===== src/rtl/multi_channel_pulse_gen.sv =====
// Collects one operand per producer over dav_/rfd handshakes, reduces them (max/min/sum)
// and emits a single pulse on out lasting that many clock periods.
module multi_channel_pulse_gen #(
    parameter int N = 2,
    parameter int W = 8
) (
    input  logic           clock,
    input  logic           reset,
    input  logic [N-1:0]   dav_,
    output logic [N-1:0]   rfd,
    input  logic [N*W-1:0] data,
    input  logic [1:0]     mode,
    output logic           out,
    output logic           busy
);

    localparam int RW = W + $clog2(N);

    localparam logic [1:0] COLLECT = 2'd0;
    localparam logic [1:0] CALC    = 2'd1;
    localparam logic [1:0] PULSE   = 2'd2;
    localparam logic [1:0] RELEASE = 2'd3;

    logic [1:0]    state;
    logic [W-1:0]  op [N];
    logic [N-1:0]  got;
    logic [RW-1:0] counter;
    logic [RW-1:0] result;
    logic [RW-1:0] max_val;
    logic [RW-1:0] min_val;
    logic [RW-1:0] sum_val;

    // Operands are zero-extended to RW so the sum of N operands cannot wrap.
    always_comb begin
        max_val = RW'(op[0]);
        min_val = RW'(op[0]);
        sum_val = '0;
        for (int i = 0; i < N; i++) begin
            if (RW'(op[i]) > max_val) max_val = RW'(op[i]);
            if (RW'(op[i]) < min_val) min_val = RW'(op[i]);
            sum_val = sum_val + RW'(op[i]);
        end
        case (mode)
            2'b01:   result = min_val;
            2'b10:   result = sum_val;
            default: result = max_val;
        endcase
    end

    always_ff @(posedge clock) begin
        if (reset) begin
            state   <= COLLECT;
            rfd     <= '1;
            got     <= '0;
            counter <= '0;
            out     <= 1'b0;
            for (int i = 0; i < N; i++) op[i] <= '0;
        end else begin
            case (state)
                COLLECT: begin
                    // Each channel runs its own IDLE -> ACK -> HELD handshake.
                    for (int i = 0; i < N; i++) begin
                        if (rfd[i] && !dav_[i]) begin
                            op[i]  <= data[i*W +: W];
                            rfd[i] <= 1'b0;
                        end else if (!rfd[i] && !got[i] && dav_[i]) begin
                            got[i] <= 1'b1;
                        end
                    end
                    if (&got) state <= CALC;
                end
                CALC: begin
                    if (result != '0) begin
                        counter <= result;
                        out     <= 1'b1;
                        state   <= PULSE;
                    end else begin
                        state <= RELEASE;
                    end
                end
                PULSE: begin
                    counter <= counter - RW'(1);
                    if (counter == RW'(1)) begin
                        out   <= 1'b0;
                        state <= RELEASE;
                    end
                end
                RELEASE: begin
                    got   <= '0;
                    rfd   <= '1;
                    state <= COLLECT;
                end
                default: state <= COLLECT;
            endcase
        end
    end

    assign busy = (state != COLLECT) || (|got) || !(&rfd);

endmodule


===== config.mk =====
export PLATFORM = sky130hd
export DESIGN_NAME = multi_channel_pulse_gen
export DESIGN_NICKNAME = d
export VERILOG_FILES = /design/src/rtl/multi_channel_pulse_gen.sv
export SDC_FILE = /design/constraint.sdc
export NUM_CORES = 1
export LEC_CHECK = 0
export CAP_MARGIN = 20
export CORE_MARGIN = 2
export CORE_UTILIZATION = 35
export CTS_CLUSTER_DIAMETER = 80
export DETAILED_ROUTE_END_ITERATION = 7
export PLACE_DENSITY = 0.5
export RECOVER_POWER = 25
export SYNTH_ARGS = -nofsm -noshare
export SYNTH_HDL_FRONTEND = slang
export SYNTH_SLANG_ARGS = --single-unit
export TNS_END_PERCENT = 50

===== constraint.sdc =====
create_clock -name clock -period 4.7 [get_ports clock]
set_clock_uncertainty 0.05 [all_clocks]
set_input_delay 0.47 -clock clock [delete_from_list [all_inputs] [get_ports clock]]
set_output_delay 0.47 -clock clock [all_outputs]
set_load 0.005 [all_outputs]

==> results.toml <==
[run_status]
status = "finished clean"

[setup_path]
cp-endpoint = "counter[5]"
r2r-end = "counter[5]"
cpMaxStageDelayCell = "or4b_4"
r2r_setup_slack_ns = 0.87
path_max_fanout = 7
r2r-start = "op[0][0]"
cp-start-kind = "flop"
cp-startpoint = "op[0][0]"
critPathRequiredTime_ns = 4.88
endpoint_kind = "flop"
critPathKind = "reg -> reg"
path_depth = 12
worst-path-buf-inv = 1
ff2ff_path_depth = 12
cp_data_arrival_time_ns = 4.01
crit_family = "compound AO/OA/AOI/OAI gates"
max_stage_delay_ns = 0.63
cp_cell_sequence = "ha_1 > inv_1 > fa_1 > or2_0 > a221oi_2 > nor4_1 > a311o_1 > a21oi_1 > a32oi_1 > or4b_4 > o21ai_2 > o221a_1"

[sta]
slew_headroom_pct = 49.71
period_minus_slack_ns = 3.831
period_share_pct = 81.50
clock.fmax_ghz = 0.2611
rsz0062_at_grt = "no"
finalSetupTns_ns = 0
finalSetupViolations = 0
maxSlewViolCount = 0
hold_violations = 0
worst_pin_slew_ns = 0.7475
fin_hold_ws_ns = 0.4147

[worst_hold_path]
hold_path.class = "reg -> reg"

[routing]
drt-total-wl_mm = 7.292
firstDrtPassIters = 4
drt-initial-drc-count = 155
viasPerCell = 5.633
wl_per_cell_um = 16.24
vias = 2529
drc = 0
ant_nets = 0

[synthesis]
synth_seq_area_share_pct = 29.04
ys_ff_latch = 32
synth_area_mm2 = 0.002758
synth_edf_count = 16
netlist_instances = 323
synth-main-ff-cell = "edfxtp_1"
synth_nets = 370
ys_types = 60
yosys.area.top_type_share_pct = 17.42
yosysTopAreaCell = "edfxtp_1"
ys_top_cells_by_area = "edfxtp_1 17%, dfxtp_1 12%, ha_1 11%, inv_1 4.4%, a21oi_1 4.2%"
syn_avg_cell_area_um2 = 8.538
yosysWarnings = 0
synthArstFlopShare_pct = 0

[grt]
grt_start_max_net_pins = 19
grt_pass1_wl_mm = 12.39
track_usage_pct = 17.95
grt_overflow = 0
antenna_found_initial = 0
grt_pass1_vias = 2524

[power_and_ir_drop]
vdd_drop_max_mv = 0.1910
power_density_mw_per_mm2 = 469.1
p_leak_nw = 1.214

[cts]
clk_latency_ns = 0.29
postCtsHoldBufs = 0
cts_tree = "built"
clock_sinks = 32
path_clk_slew_ns = 0.07
root_buffer = "clkbuf_8"
postCtsSetupRepairBufs = 0
cts-resized-gates = 0
clk_path_buf_depth = 2
numCtsBuffers = 5
htree_num_levels = 2

[floorplan]
core_mm2 = 0.007687
dieArea_mm2 = 0.008605
die_w_um = 92.77
top_level_ports = 26
core.rowCount = 32
floorplan.initialDensity_pct = 35.87
fp.dieH_um = 92.77

[cells_and_area]
syn2layout_area_growth_pct = 16.65
drive_gt1_share_pct = 6.628
layout.nets = 393
diodes = 0

[placement]
port_buffers = 25
place_congestion = 0.9029
dp_hpwl_mm = 5.538

[job]
maxCapViolations = 0
-- through the flow --
step           area (um2)  std cells  total power [mW]  worst slack (ns)  utilization [%]
3_5_place_dp         3098        440             1.247            0.9670            40.30
5_1_grt              3217        449             1.628            0.6669            41.85
6_report             3217        449             1.509            0.8694            41.85
2_1_floorplan        2758        323             1.035             1.257                -
4_1_cts              3209        448             1.515            0.8942            41.75
3_3_place_gp         3098        440             1.256            0.9713            40.30
-- tightest hold or removal path, cell delays in order, from the launching register on --
cell     delay, ns
dfxtp_1       0.31
nand2_1       0.05
o32ai_1       0.06
-- flip-flops by register name (all words and copies together), names as in the netlist --
register  flops
counter       9
rfd           2
out           1
got           2
state         2
op           16
-- routing by layer --
| layer | vias to the layer above | part of all wire, % | GRT usage, % |
|---|---|---|---|
| met4 | 0 | 1.6 | 5.637 |
| met1 | 1196 | 50 | 24.75 |
| met3 | 11 | 3.7 | 2.441 |
| met2 | 64 | 44 | 29.05 |
| met5 | - | 0 | 0 |
| li1 | 1258 | - | - |
-- report_power, final --
part / internal (mW) / switching [mW]
combinational: 0.321 / 0.491
sequential: 0.366 / 0.0717
clock: 0.149 / 0.109
-- placed cells by master (no fill, tap or decap), drive strengths merged, types with 7 or more instances in the layout --
cell type	netlist	routed
inv	32	32
mux2i	7	7
nor3	13	13
and2	17	17
nand3	12	12
edfxtp	16	16
nor2	17	17
ha	24	24
o21ai	22	22
dfxtp	16	16
clkdlybuf4s50	0	21
clkbuf	8	8
a21oi	26	26
nand2	21	21
-- Yosys cell counts, types with 2 or more instances --
cell	instances
a211o_1	2
a211oi_1	6
a21oi_1	23
a21oi_2	2
a221o_1	2
a221oi_1	3
a221oi_2	2
a311o_1	2
a311oi_1	2
a31oi_1	6
a32oi_1	2
and2_1	17
buf_2	3
clkbuf_1	8
dfxtp_1	16
edfxtp_1	16
ha_1	24
inv_1	32
mux2i_1	7
nand2_1	21
nand2b_1	3
nand3_1	12
nand4_1	4
nand4b_1	2
nor2_1	17
nor2b_1	5
nor3_1	12
nor4_1	5
o2111a_1	2
o211ai_1	2
o21a_1	2
o21ai_0	20
o21ai_2	2
o21bai_1	3
o221a_1	2
o22ai_1	2
o32ai_1	6
or4_1	2
xnor2_1	3
-- how the worst min path moves through the flow --
stage                    start         end  slack, ns  cells after the start
floorplan           counter[8]  counter[8]       0.41                      2
global placement           out         out       0.41                      2
detailed placement         out         out       0.41                      2
CTS                        out         out       0.42                      2
global route               out         out       0.46                      2
finish                     out         out       0.41                      2
-- cell type report --
cell class | instances | area [um2]
clock buffers | 7 | 107.6
fillers | 824 | 4471
repair buffers | 27 | 265.3
well taps | 102 | 127.6
flip-flops and latches | 32 | 800.8
inverters | 33 | 123.9
clock inverters | 1 | 3.754
multi-input cells | 247 | 1788
-- logic make-up (layout without fill, tap and decap cells) --
logic type	after synthesis	after routing	synth area share (%)
AND/OR/NAND/NOR	107	107	21.69
AO/OA/AOI/OAI	103	103	27.18
buffers and inverters	44	68	6.125
flip-flops	32	32	29.04
adder cells (fa/ha/maj)	25	25	11.62
multiplexers	8	8	3.085
XOR/XNOR	4	4	1.271
Power figures use the tool's default switching activity.
==> RTL edit (same flow settings) <==
`W`: 8 -> 12.
--- a/src/rtl/multi_channel_pulse_gen.sv
+++ b/src/rtl/multi_channel_pulse_gen.sv
@@ -4,3 +4,3 @@
     parameter int N = 2,
-    parameter int W = 8
+    parameter int W = 12
 ) (
Interface: changed (resized data); port bits go from 26 to 34. The function was not compared with the original's and may differ.
==> RTL edit against the original RTL <==
Sequential share of layout area down 0.12 points. Critical path depth unchanged. Total power up 31%. Cell area up 41%. Wire length up 57%. Die area up 44%. Via count up 44%. Largest cell class unchanged. Area after synthesis up 46%. Setup slack worse by 0.62 ns. Sequential cell count up 12. Final cell count up 42%. Synthesized cell count up 45%.
==> RTL edit: results (changes against the original RTL) <==
- The count of routing violations after the opening detailed-route iteration is 278 (+79%).
- The multiplexer area fraction after synthesis is 2.83% (-0.25 points).
- The xor-xnor portion of the synthesized cell area is 1.09% (-0.18 points).
- The first-pass GRT wire length was 18900 um (+52%).
- The count of input and output buffers was 33 (+32%).
- The area after detailed placement is 0.00437 mm^2 (+41%).
- The net count after synthesis was 531 (+44%).
- The length of the first detailed-routing pass in iterations is 8 (+4).
- The run finished with clean final reports.
- The headroom to the max-slew limit is 39.4% (-10 points).
- The post-detailed-route via-to-cell ratio came to 5.71 (+1.3%).
- The share of the yosys chip area belonging to registers is 27.9% (-1.2 points).
- The highest ir drop seen on vdd came to 0.000209 V (+9.4%).
- The distinct cell type count of the synthesized netlist is 83 (+38%).
- The synthesized-area fraction occupied by adder cells was 10.5% (-1.2 points).
- The all-layer global routing usage came to 18.9% (+0.91 points).
- In the post-synthesis netlist, the biggest area contributors are edfxtp_1, dfxtp_1, ha_1, a21oi_1, and2_1.
- In the final layout, the registers with the most flip-flops are op x24, counter x13.
- The number of global-route vias before repair came to 3537 (+40%).
- The maximum number of pins on one net before global-route repair was 25 (+6).
- The placed wire-length estimate is 8660 um (+56%).
- The fraction of final layout cells sized beyond drive strength 1 came to 8.69% (+2.1 points).
- By count the netlist is led by nand2_1, a21oi_1, inv_1.
- The average routed wire per standard cell is 17.9 um (+10%).
- The cell-internal power is 0.00110 W (+31%).
- The number of synthesized flops with an enable pin came to 24 (+8).
==> RTL edit: cell count changes after synthesis, moves of 7 or more <==
cell,unedited run,this run
nor2_1,17,25
nand2_1,21,45
and2_1,17,27
buf_6,0,14
o211ai_1,2,9
edfxtp_1,16,24
a21oi_1,23,38
ha_1,24,32
==> RTL edit: final timing paths <==
check / startpoint / to / slack (ns) / cells past startpoint
setup / recovery: op[0][13]$_SDFFCE_PN0P_ / counter[11]$_SDFFE_PP0P_ / 0.25 / 12
hold / removal: out$_SDFFE_PP0P_ / out$_SDFFE_PP0P_ / 0.42 / 2
setup reg to reg: op[0][13]$_SDFFCE_PN0P_ / counter[11]$_SDFFE_PP0P_ / 0.25 / 12
hold reg to reg: out$_SDFFE_PP0P_ / out$_SDFFE_PP0P_ / 0.42 / 2
==> RTL edit: final cells by class <==
cell class,instances,area [um^2]
sequential,44,1120
fill,1184,6800
clock inverter,2,7.51
clock buffer,5,125
tap,143,179
timing repair buffer,44,409
inverter,36,135
multi-input combinational,364,2550
==> RTL edit: power by group through the flow <==
| stage | clock (W) | sequential (W) | combinational (W) |
|---|---|---|---|
| after CTS | 0.000337 | 0.000604 | 0.00103 |
| final | 0.000327 | 0.000607 | 0.00104 |
| after global routing | 0.000353 | 0.000622 | 0.00115 |
| after detailed placement | 0 | 0.000612 | 0.00103 |
| after global placement | 0 | 0.000610 | 0.00103 |
| after floorplan | 0 | 0.000580 | 0.000799 |
==> RTL edit: layer usage <==
metal / vias up / GRT usage (%) / wire length [um]
met5: - / 0 / 0
met4: 0 / 6.50 / 271
met3: 15 / 2.08 / 567
met2: 131 / 28.7 / 5090
met1: 1704 / 27.7 / 5500
li1: 1791 / - / -
==> RTL edit: cells by family after synthesis <==
| logic type | Yosys count |
|---|---|
| DFF | 44 |
| muxes | 11 |
| adders and majority gates | 33 |
| xor gates and xnor gates | 5 |
| AOI/OAI and AO/OA | 149 |
| and+or+nand+nor | 166 |
| buffers and inverters | 60 |
==> RTL edit: timing repair <==
action | CTS | global route
buffers inserted | 0 | 3
endpoints found under the hold margin | 0 | 0
gates resized for setup | 0 | 1
endpoints found under the setup margin | 0 | 14
==> RTL edit: through the flow <==
stage	hold WS [ns]	std cells	power, W	utilization (%)
final	0.420	638	0.00197	40.0
after global routing	0.458	638	0.00212	40.0
after CTS	0.428	635	0.00197	39.8
after detailed placement	0.420	628	0.00164	38.6
after global placement	0.412	628	0.00164	38.6
after floorplan	0.401	468	0.00138	-
==> RTL edit: critical path: stages, from the launching register on <==
cell	delay [ns]
edfxtp_1	0.51
ha_1	0.36
nor2b_1	0.14
o211ai_1	0.33
a211oi_4	0.18
buf_4	0.20
nor3_4	0.44
mux2i_1	0.14
o31ai_1	0.53
nand4_1	0.29
nor4_4	0.64
mux2_2	0.41
nor3_2	0.14
